==> config.mk <==
export PLATFORM = sky130hd
export DESIGN_NAME = pq_ingress
export DESIGN_NICKNAME = d
export VERILOG_FILES = /design/src/rtl/pq_ingress.sv
export SDC_FILE = /design/constraint.sdc
export NUM_CORES = 1
export LEC_CHECK = 0
export CAP_MARGIN = 15
export CORE_MARGIN = 2
export CORE_UTILIZATION = 52
export DETAILED_ROUTE_END_ITERATION = 16
export PLACE_DENSITY = 0.79
export REMOVE_ABC_BUFFERS = 1
export SLEW_MARGIN = 30
export SYNTH_ARGS = -nofsm -noshare
export SYNTH_HDL_FRONTEND = slang
export SYNTH_SLANG_ARGS = --single-unit
==> constraint.sdc <==
create_clock -name clk -period 3.4 [get_ports clk]
set_input_delay 0.68 -clock clk [delete_from_list [all_inputs] [get_ports clk]]
set_output_delay 0.68 -clock clk [all_outputs]
set_load 0.01 [all_outputs]
==> src/rtl/pq_ingress.sv <==
// Ingress stage for sr_pq: round-robin merge of two producers into a small FIFO that drains into the PQ insert port.
// Optional statistics outputs (hwm, stall_cnt, bp_cnt) are built when PQ_INGRESS_STATS_EN is defined.
module pq_ingress #(
  parameter int KW    = 4,
  parameter int VW    = 4,
  parameter int DEPTH = 4
) (
  input  logic                      clk,
  input  logic                      rst_n,
  input  logic                      flush,
  input  logic                      s0_valid,
  input  logic [KW+VW-1:0]          s0_data,
  output logic                      s0_ready,
  input  logic                      s1_valid,
  input  logic [KW+VW-1:0]          s1_data,
  output logic                      s1_ready,
  output logic                      pq_ivalid,
  output logic [KW+VW-1:0]          pq_idata,
  input  logic                      pq_full,
  output logic [$clog2(DEPTH):0]    count
`ifdef PQ_INGRESS_STATS_EN
  ,
  output logic [$clog2(DEPTH):0]    hwm,
  output logic [15:0]               stall_cnt,
  output logic [15:0]               bp_cnt
`endif
);

  localparam int DW = KW + VW;
  localparam int AW = $clog2(DEPTH);
  localparam int CW = AW + 1;

  logic [DW-1:0] mem [DEPTH];
  logic [AW-1:0] wr_ptr;
  logic [AW-1:0] rd_ptr;
  logic [CW-1:0] count_q;
  logic [CW-1:0] count_nxt;
  logic          last_gnt;
  logic          full;
  logic          empty;
  logic          grant0;
  logic          grant1;
  logic          push;
  logic          pop;
  logic [DW-1:0] push_data;

  assign full      = (count_q == CW'(DEPTH));
  assign empty     = (count_q == '0);
  assign count     = count_q;
  assign pq_ivalid = !empty;
  assign pq_idata  = mem[rd_ptr];

  // last_gnt=1 means producer 1 won the most recent push, so producer 0 wins the next tie
  always_comb begin
    grant0 = s0_valid && (!s1_valid || last_gnt);
    grant1 = s1_valid && (!s0_valid || !last_gnt);
  end

  // rst_n gating keeps ready low while reset is held even though count is already zero
  assign s0_ready  = rst_n && !flush && !full && grant0;
  assign s1_ready  = rst_n && !flush && !full && grant1;
  assign push      = s0_ready || s1_ready;
  assign push_data = s1_ready ? s1_data : s0_data;
  assign pop       = pq_ivalid && !pq_full && !flush;

  always_comb begin
    count_nxt = count_q;
    if (flush) begin
      count_nxt = '0;
    end else if (push && !pop) begin
      count_nxt = count_q + 1'b1;
    end else if (pop && !push) begin
      count_nxt = count_q - 1'b1;
    end
  end

  always_ff @(posedge clk or negedge rst_n) begin
    if (!rst_n) begin
      wr_ptr   <= '0;
      rd_ptr   <= '0;
      count_q  <= '0;
      last_gnt <= 1'b1;
      for (int i = 0; i < DEPTH; i++) begin
        mem[i] <= '0;
      end
    end else if (flush) begin
      wr_ptr  <= '0;
      rd_ptr  <= '0;
      count_q <= '0;
    end else begin
      if (push) begin
        mem[wr_ptr] <= push_data;
        wr_ptr      <= wr_ptr + 1'b1;
        last_gnt    <= s1_ready;
      end
      if (pop) begin
        rd_ptr <= rd_ptr + 1'b1;
      end
      count_q <= count_nxt;
    end
  end

`ifdef PQ_INGRESS_STATS_EN
  logic stall;
  logic bp;

  assign stall = pq_ivalid && pq_full;
  assign bp    = (s0_valid && !s0_ready) || (s1_valid && !s1_ready);

  always_ff @(posedge clk or negedge rst_n) begin
    if (!rst_n) begin
      hwm       <= '0;
      stall_cnt <= '0;
      bp_cnt    <= '0;
    end else if (flush) begin
      hwm       <= '0;
      stall_cnt <= '0;
      bp_cnt    <= '0;
    end else begin
      if (count_nxt > hwm) begin
        hwm <= count_nxt;
      end
      if (stall && (stall_cnt != 16'hFFFF)) begin
        stall_cnt <= stall_cnt + 16'd1;
      end
      if (bp && (bp_cnt != 16'hFFFF)) begin
        bp_cnt <= bp_cnt + 16'd1;
      end
    end
  end
`endif

endmodule

==> impl_metrics.env, run 1 <==
export IMPL_status="finished clean"
export IMPL_rsz0062_at_grt="no"
export IMPL_drv_slew=0
export IMPL_first_global_vias=1389
export IMPL_ys_flop_type="dfrtp_1"
export IMPL_drt_wl_total_mm=3.90
export IMPL_grt_pass1_wl_mm=6.42
export IMPL_areaGrowthSynthToFinish_pct=23.8
export IMPL_ys_types=29
export IMPL_clk_insertion_delay_late_ns=0.29
export IMPL_dp_hpwl_mm=2.86
export IMPL_final_util_pct=68.3
export IMPL_endpoint_kind="flop"
export IMPL_start_util_pct=55.1
export IMPL_cts_buffers=5
export IMPL_num_io_pins=36
export IMPL_synth_most_common_cell="mux2_2"
export IMPL_hold_viol=0
export IMPL_fillers=286
export IMPL_max_slew_margin_rel_pct=61.3
export IMPL_cts_tree="yes"
export IMPL_p_leak_uw=0.00109
export IMPL_criticalPathCategory="in2reg"
export IMPL_grt_max_degree=41
export IMPL_hp_class="reg2reg"
export IMPL_grt_usage_pct=19.9
export IMPL_wl_per_cell_um=16.5
export IMPL_drt_initial_drc_count=33
export IMPL_final_design_area_no_fill_um2=2560
export IMPL_numPortBuffers=35
export IMPL_synth_edf_count=0
export IMPL_rows=22
export IMPL_setup_tns_ns=0
export IMPL_path_clk_slew_ns=0.07
export IMPL_synth_common_cells="mux2_2, dfrtp_1, nor2_1"
export IMPL_viasPerCell=5.47
export IMPL_yosysTopAreaCell="dfrtp_1"
export IMPL_final_cells=237
export IMPL_ctsHtreeMaxLevel=2
export IMPL_antenna_left=0
export IMPL_place_area_um2=2460
export IMPL_cts_buffer_depth=2
export IMPL_cts_repair_resized=0
export IMPL_die_x_um=67.0
export IMPL_netlist_instances=147
export IMPL_skew_ns=0.00545
export IMPL_gp_congestion=0.783
export IMPL_syn_avg_cell_area_um2=14.0
export IMPL_dp_cells=229
export IMPL_maxClockFrequency_mhz=344
export IMPL_power_uw=1920
export IMPL_seq_area_um2=1000
export IMPL_period_share_pct=85.5
export IMPL_root_buffer="clkbuf_8"
export IMPL_crit_required_ns=3.61
export IMPL_synth_seq_area_share_pct=48.5
export IMPL_setup_violations=0
export IMPL_dr_pass1_iters=3
export IMPL_tightest_slew_ns=0.581
export IMPL_fin_nets=215
export IMPL_multiInputGateArea_um2=1010
export IMPL_diodes=0
export IMPL_antenna_found_initial=0
export IMPL_layout_min_cycle_time_ns=2.91
export IMPL_cts_sinks=40
export IMPL_grt_ovfl_total=0
export IMPL_arrival_ns=3.11
export IMPL_cts_hold_buf=0
export IMPL_critPathLaunchType="input pin"
export IMPL_drcViolationCount=0
export IMPL_synth_top_area_share_pct=47.3
export IMPL_num_vias=1297
export IMPL_synth_area_leaders="dfrtp_1, mux2_2, mux4_2, ha_1, nor2_1"
export IMPL_ir_drop_mv=0.424
export IMPL_yosysWarningCount=0
export IMPL_power_density_nw_per_um2=751
export IMPL_die_height_um=67.0
export IMPL_mappedNetlistArea_um2=2060
export IMPL_drive_gt1_share_pct=38.1
export IMPL_die_area_um2=4490
export IMPL_ys_ff_latch=40
export IMPL_maxCapViolations=0
export IMPL_core_area_um2=3740
export IMPL_crit_fanout=10
export IMPL_async_reset_ff_share_pct=100
export IMPL_cts_setup_buffers=0
-- flip-flops by register name (all words and copies together), names as in the netlist --
signal,cells
count,3
rd_ptr,2
wr_ptr,2
mem,32
last_gnt,1
-- final timing paths --
kind                                      start                    to  slack, ns  depth (start not counted)
setup reg to reg           count[1]$_DFFE_PN0P_  count[2]$_DFFE_PN0P_       0.74                          7
setup / recovery                       s0_valid  count[2]$_DFFE_PN0P_       0.49                          8
hold / removal             last_gnt$_DFFE_PN1P_  last_gnt$_DFFE_PN1P_       0.49                          2
min in group asynchronous                 rst_n   mem[26]$_DFFE_PN0P_       0.50                          2
hold reg to reg            last_gnt$_DFFE_PN1P_  last_gnt$_DFFE_PN1P_       0.49                          2
max in group asynchronous                 rst_n  last_gnt$_DFFE_PN1P_       2.55                          2
-- power breakdown --
group | internal [µW] | total (µW) | leakage, µW | switching, µW
Clock | 165 | 320 | 0.0000445 | 156
Sequential | 664 | 804 | 0.000509 | 140
Combinational | 511 | 796 | 0.000537 | 285
-- per-layer routing --
metal	GRT usage, %	wire length, µm	up-vias
li1	-	-	617
met1	22.9	1660	642
met2	36.3	2020	34
met3	5.24	199	4
met4	5.10	21	0
met5	0	0	-
-- worst max-delay path, cell delays in order --
cell and delay, ns:
clkdlybuf4s50_1 0.44, nor2_1 0.35, nor3_4 0.14, nor2b_1 0.18, fa_1 0.43, or4b_1 0.54
a21o_1 0.19, a31oi_1 0.16
-- per-stage QoR --
stage                     hold WS, ns  setup slack, ns
after global placement          0.468            0.303
final                           0.494            0.494
after CTS                       0.495            0.484
after floorplan                 0.384            0.849
after global routing            0.520            0.363
after detailed placement        0.484            0.187
-- placed cells by master (no fill, tap or decap) --
master	Yosys	final
o21ai_0	1	1
dfrtp_1	39	39
a31oi_1	1	1
nor3b_2	1	1
buf_4	0	3
clkinvlp_4	0	1
a21bo_2	1	1
nor3_1	5	5
nand2b_4	1	1
nor3_4	2	2
nor3b_1	2	2
ha_1	4	4
nand2_1	2	2
nand2_2	4	4
buf_2	0	1
nor2_1	10	10
nor2b_1	2	2
o221ai_1	1	1
clkbuf_1	1	1
mux2_2	42	42
o21bai_1	1	1
o31ai_1	1	1
clkbuf_8	0	6
or4b_1	1	1
fa_1	1	1
xnor2_1	3	3
a21o_1	2	2
clkdlybuf4s50_1	0	34
or3b_2	1	1
mux4_2	8	8
dfstp_2	1	1
inv_1	6	6
-- logic make-up (layout without fill, tap and decap cells) --
family,after synthesis,count (layout),share of synthesized area [%]
muxes,50,50,31.6
xor gates and xnor gates,3,3,1.27
DFF,40,40,48.5
AOI/OAI and AO/OA,8,8,2.91
adders and majority gates,5,5,3.39
buffers and inverters,10,52,2.54
and+or+nand+nor,31,31,9.70
-- layout make-up --
type	count	share of cell area (%)
timing repair buffer	38	14.4
multi-input combinational	97	39.5
sequential	40	39.2
tap	48	2.35
clock buffer	7	3.38
clock inverter	1	0.294
inverter	6	0.881
(Power assumes the default switching activity.)
==> run 2: changes to the inputs <==
--- a/config.mk
+++ b/config.mk
@@ -6,6 +6,7 @@
 export NUM_CORES = 1
 export LEC_CHECK = 0
 export CAP_MARGIN = 15
+export CORE_ASPECT_RATIO = 0.6
 export CORE_MARGIN = 2
 export CORE_UTILIZATION = 52
 export DETAILED_ROUTE_END_ITERATION = 16
==> impl_metrics.env, run 2 (synthesis gave the netlist of run 1 again) <==
export IMPL_status="finished clean"
export IMPL_grt_usage_pct=20.7
export IMPL_cts_buffers=5
export IMPL_drt_initial_drc_count=23
export IMPL_mostFrequentLayoutCell="mux2_2"
export IMPL_endpoint_kind="flop"
export IMPL_largest_register_ffs=32
export IMPL_die_x_um=85.3
export IMPL_p_leak_uw=0.00111
export IMPL_numPortBuffers=35
export IMPL_max_stage_delay_ns=0.57
export IMPL_crit_fanout=10
export IMPL_cts_repair_resized=0
export IMPL_ctsHtreeMaxLevel=2
export IMPL_antenna_left=0
export IMPL_viasPerCell=5.64
export IMPL_grt_pass1_wl_mm=6.78
export IMPL_path_clk_slew_ns=0.08
export IMPL_grt_ovfl_total=0
export IMPL_reg2reg_depth=7
export IMPL_setup_violations=0
export IMPL_first_global_vias=1380
export IMPL_r2r_start="count[1]$_DFFE_PN0P_"
export IMPL_path_cells="clkdlybuf4s50_1, nor2_1, nor3_4, nor2b_1, fa_1, or4b_1, a21o_1, a31oi_1"
export IMPL_antenna_found_initial=0
export IMPL_cpLargestDelayFamily="simple AND/OR/NAND/NOR gates"
export IMPL_critPathLaunch="s0_valid"
export IMPL_cts_sinks=40
export IMPL_fin_nets=215
export IMPL_gp_congestion=0.814
export IMPL_areaGrowthSynthToFinish_pct=25.6
export IMPL_max_slew_margin_rel_pct=57.5
export IMPL_arrival_ns=3.19
export IMPL_rows=17
export IMPL_cts_tree="yes"
export IMPL_critPathLaunchType="input pin"
export IMPL_die_area_um2=4510
export IMPL_ff2ff_setup_slack_ns=0.70
export IMPL_criticalPathCategory="in2reg"
export IMPL_drive_gt1_share_pct=38.1
export IMPL_core_area_um2=3740
export IMPL_maxClockFrequency_mhz=337
export IMPL_hold_viol=0
export IMPL_dr_pass1_iters=4
export IMPL_die_height_um=52.8
export IMPL_diodes=0
export IMPL_num_vias=1330
export IMPL_start_util_pct=55.1
export IMPL_cts_setup_buffers=0
export IMPL_period_share_pct=87.3
export IMPL_crit_slowest_cell="or4b_1"
export IMPL_wl_per_cell_um=17.6
export IMPL_rsz0062_at_grt="no"
export IMPL_power_uw=2060
export IMPL_cts_hold_buf=0
export IMPL_ir_drop_mv=0.457
export IMPL_layout_common_cells="mux2_2, dfrtp_1, clkdlybuf4s50_1, nor2_1, mux4_2"
export IMPL_drcViolationCount=0
export IMPL_crit_required_ns=3.62
export IMPL_tightest_slew_ns=0.637
export IMPL_path_buf_inv=1
export IMPL_dp_hpwl_mm=3.02
export IMPL_cts_buffer_depth=2
export IMPL_layout_min_cycle_time_ns=2.97
export IMPL_setup_tns_ns=0
export IMPL_maxCapViolations=0
export IMPL_clk_insertion_delay_late_ns=0.29
export IMPL_worstReg2RegEnd="count[2]$_DFFE_PN0P_"
export IMPL_drt_wl_total_mm=4.14
export IMPL_drv_slew=0
export IMPL_skew_ns=0.0104
export IMPL_grt_max_degree=41
export IMPL_hp_class="in2async"
export IMPL_power_density_nw_per_um2=794
export IMPL_largest_register="mem"
export IMPL_root_buffer="clkbuf_8"
export IMPL_num_io_pins=36
## run 2: layer usage
layer | wire (µm) | GRT usage [%] | vias to the layer above
met5 | 0 | 0 | -
met4 | 68 | 9.52 | 0
met3 | 206 | 5.67 | 10
met2 | 1980 | 32.4 | 32
met1 | 1890 | 27.3 | 674
li1 | - | - | 614
## run 2: final cells by class
type                            count  area [µm²]
Fill cell                         256        1150
Multi-Input combinational cell     97        1010
Sequential cell                    40        1000
Timing Repair Buffer               38         368
Clock buffer                        6        72.6
Clock inverter                      2        60.1
Tap cell                           47        58.8
Inverter                            6        22.5
## run 2: worst register-to-register path, stage by stage (launching register included)
cell     delay [ns]
dfrtp_1        0.46
nor3b_2        0.47
nor3_4         0.17
nor2b_1        0.18
fa_1           0.43
or4b_1         0.57
a21o_1         0.20
a31oi_1        0.15
## run 2: worst max path at each step
stage                                 to  slack, ns  cells past startpoint
floorplan           count[2]$_DFFE_PN0P_       0.85                      7
global placement    count[2]$_DFFE_PN0P_       0.30                      8
detailed placement  count[2]$_DFFE_PN0P_       0.15                      8
CTS                             s0_ready       0.45                      5
global route        count[2]$_DFFE_PN0P_       0.31                      8
finish              count[2]$_DFFE_PN0P_       0.43                      8
## run 2: through the flow
stage               std cells  util, %  cell area, µm²  hold slack (ns)  setup slack [ns]
CTS                       236     69.3            2590            0.496             0.448
global route              236     69.3            2590            0.519             0.308
floorplan                 143        -            2030            0.384             0.849
global placement          228     65.7            2460            0.467             0.302
finish                    236     69.3            2590            0.488             0.432
detailed placement        228     65.7            2460            0.484             0.152
## run 2: report_power, final
part	internal, µW	switching, µW
Combinational	511	284
Clock	293	160
Sequential	664	148
Total	1470	592
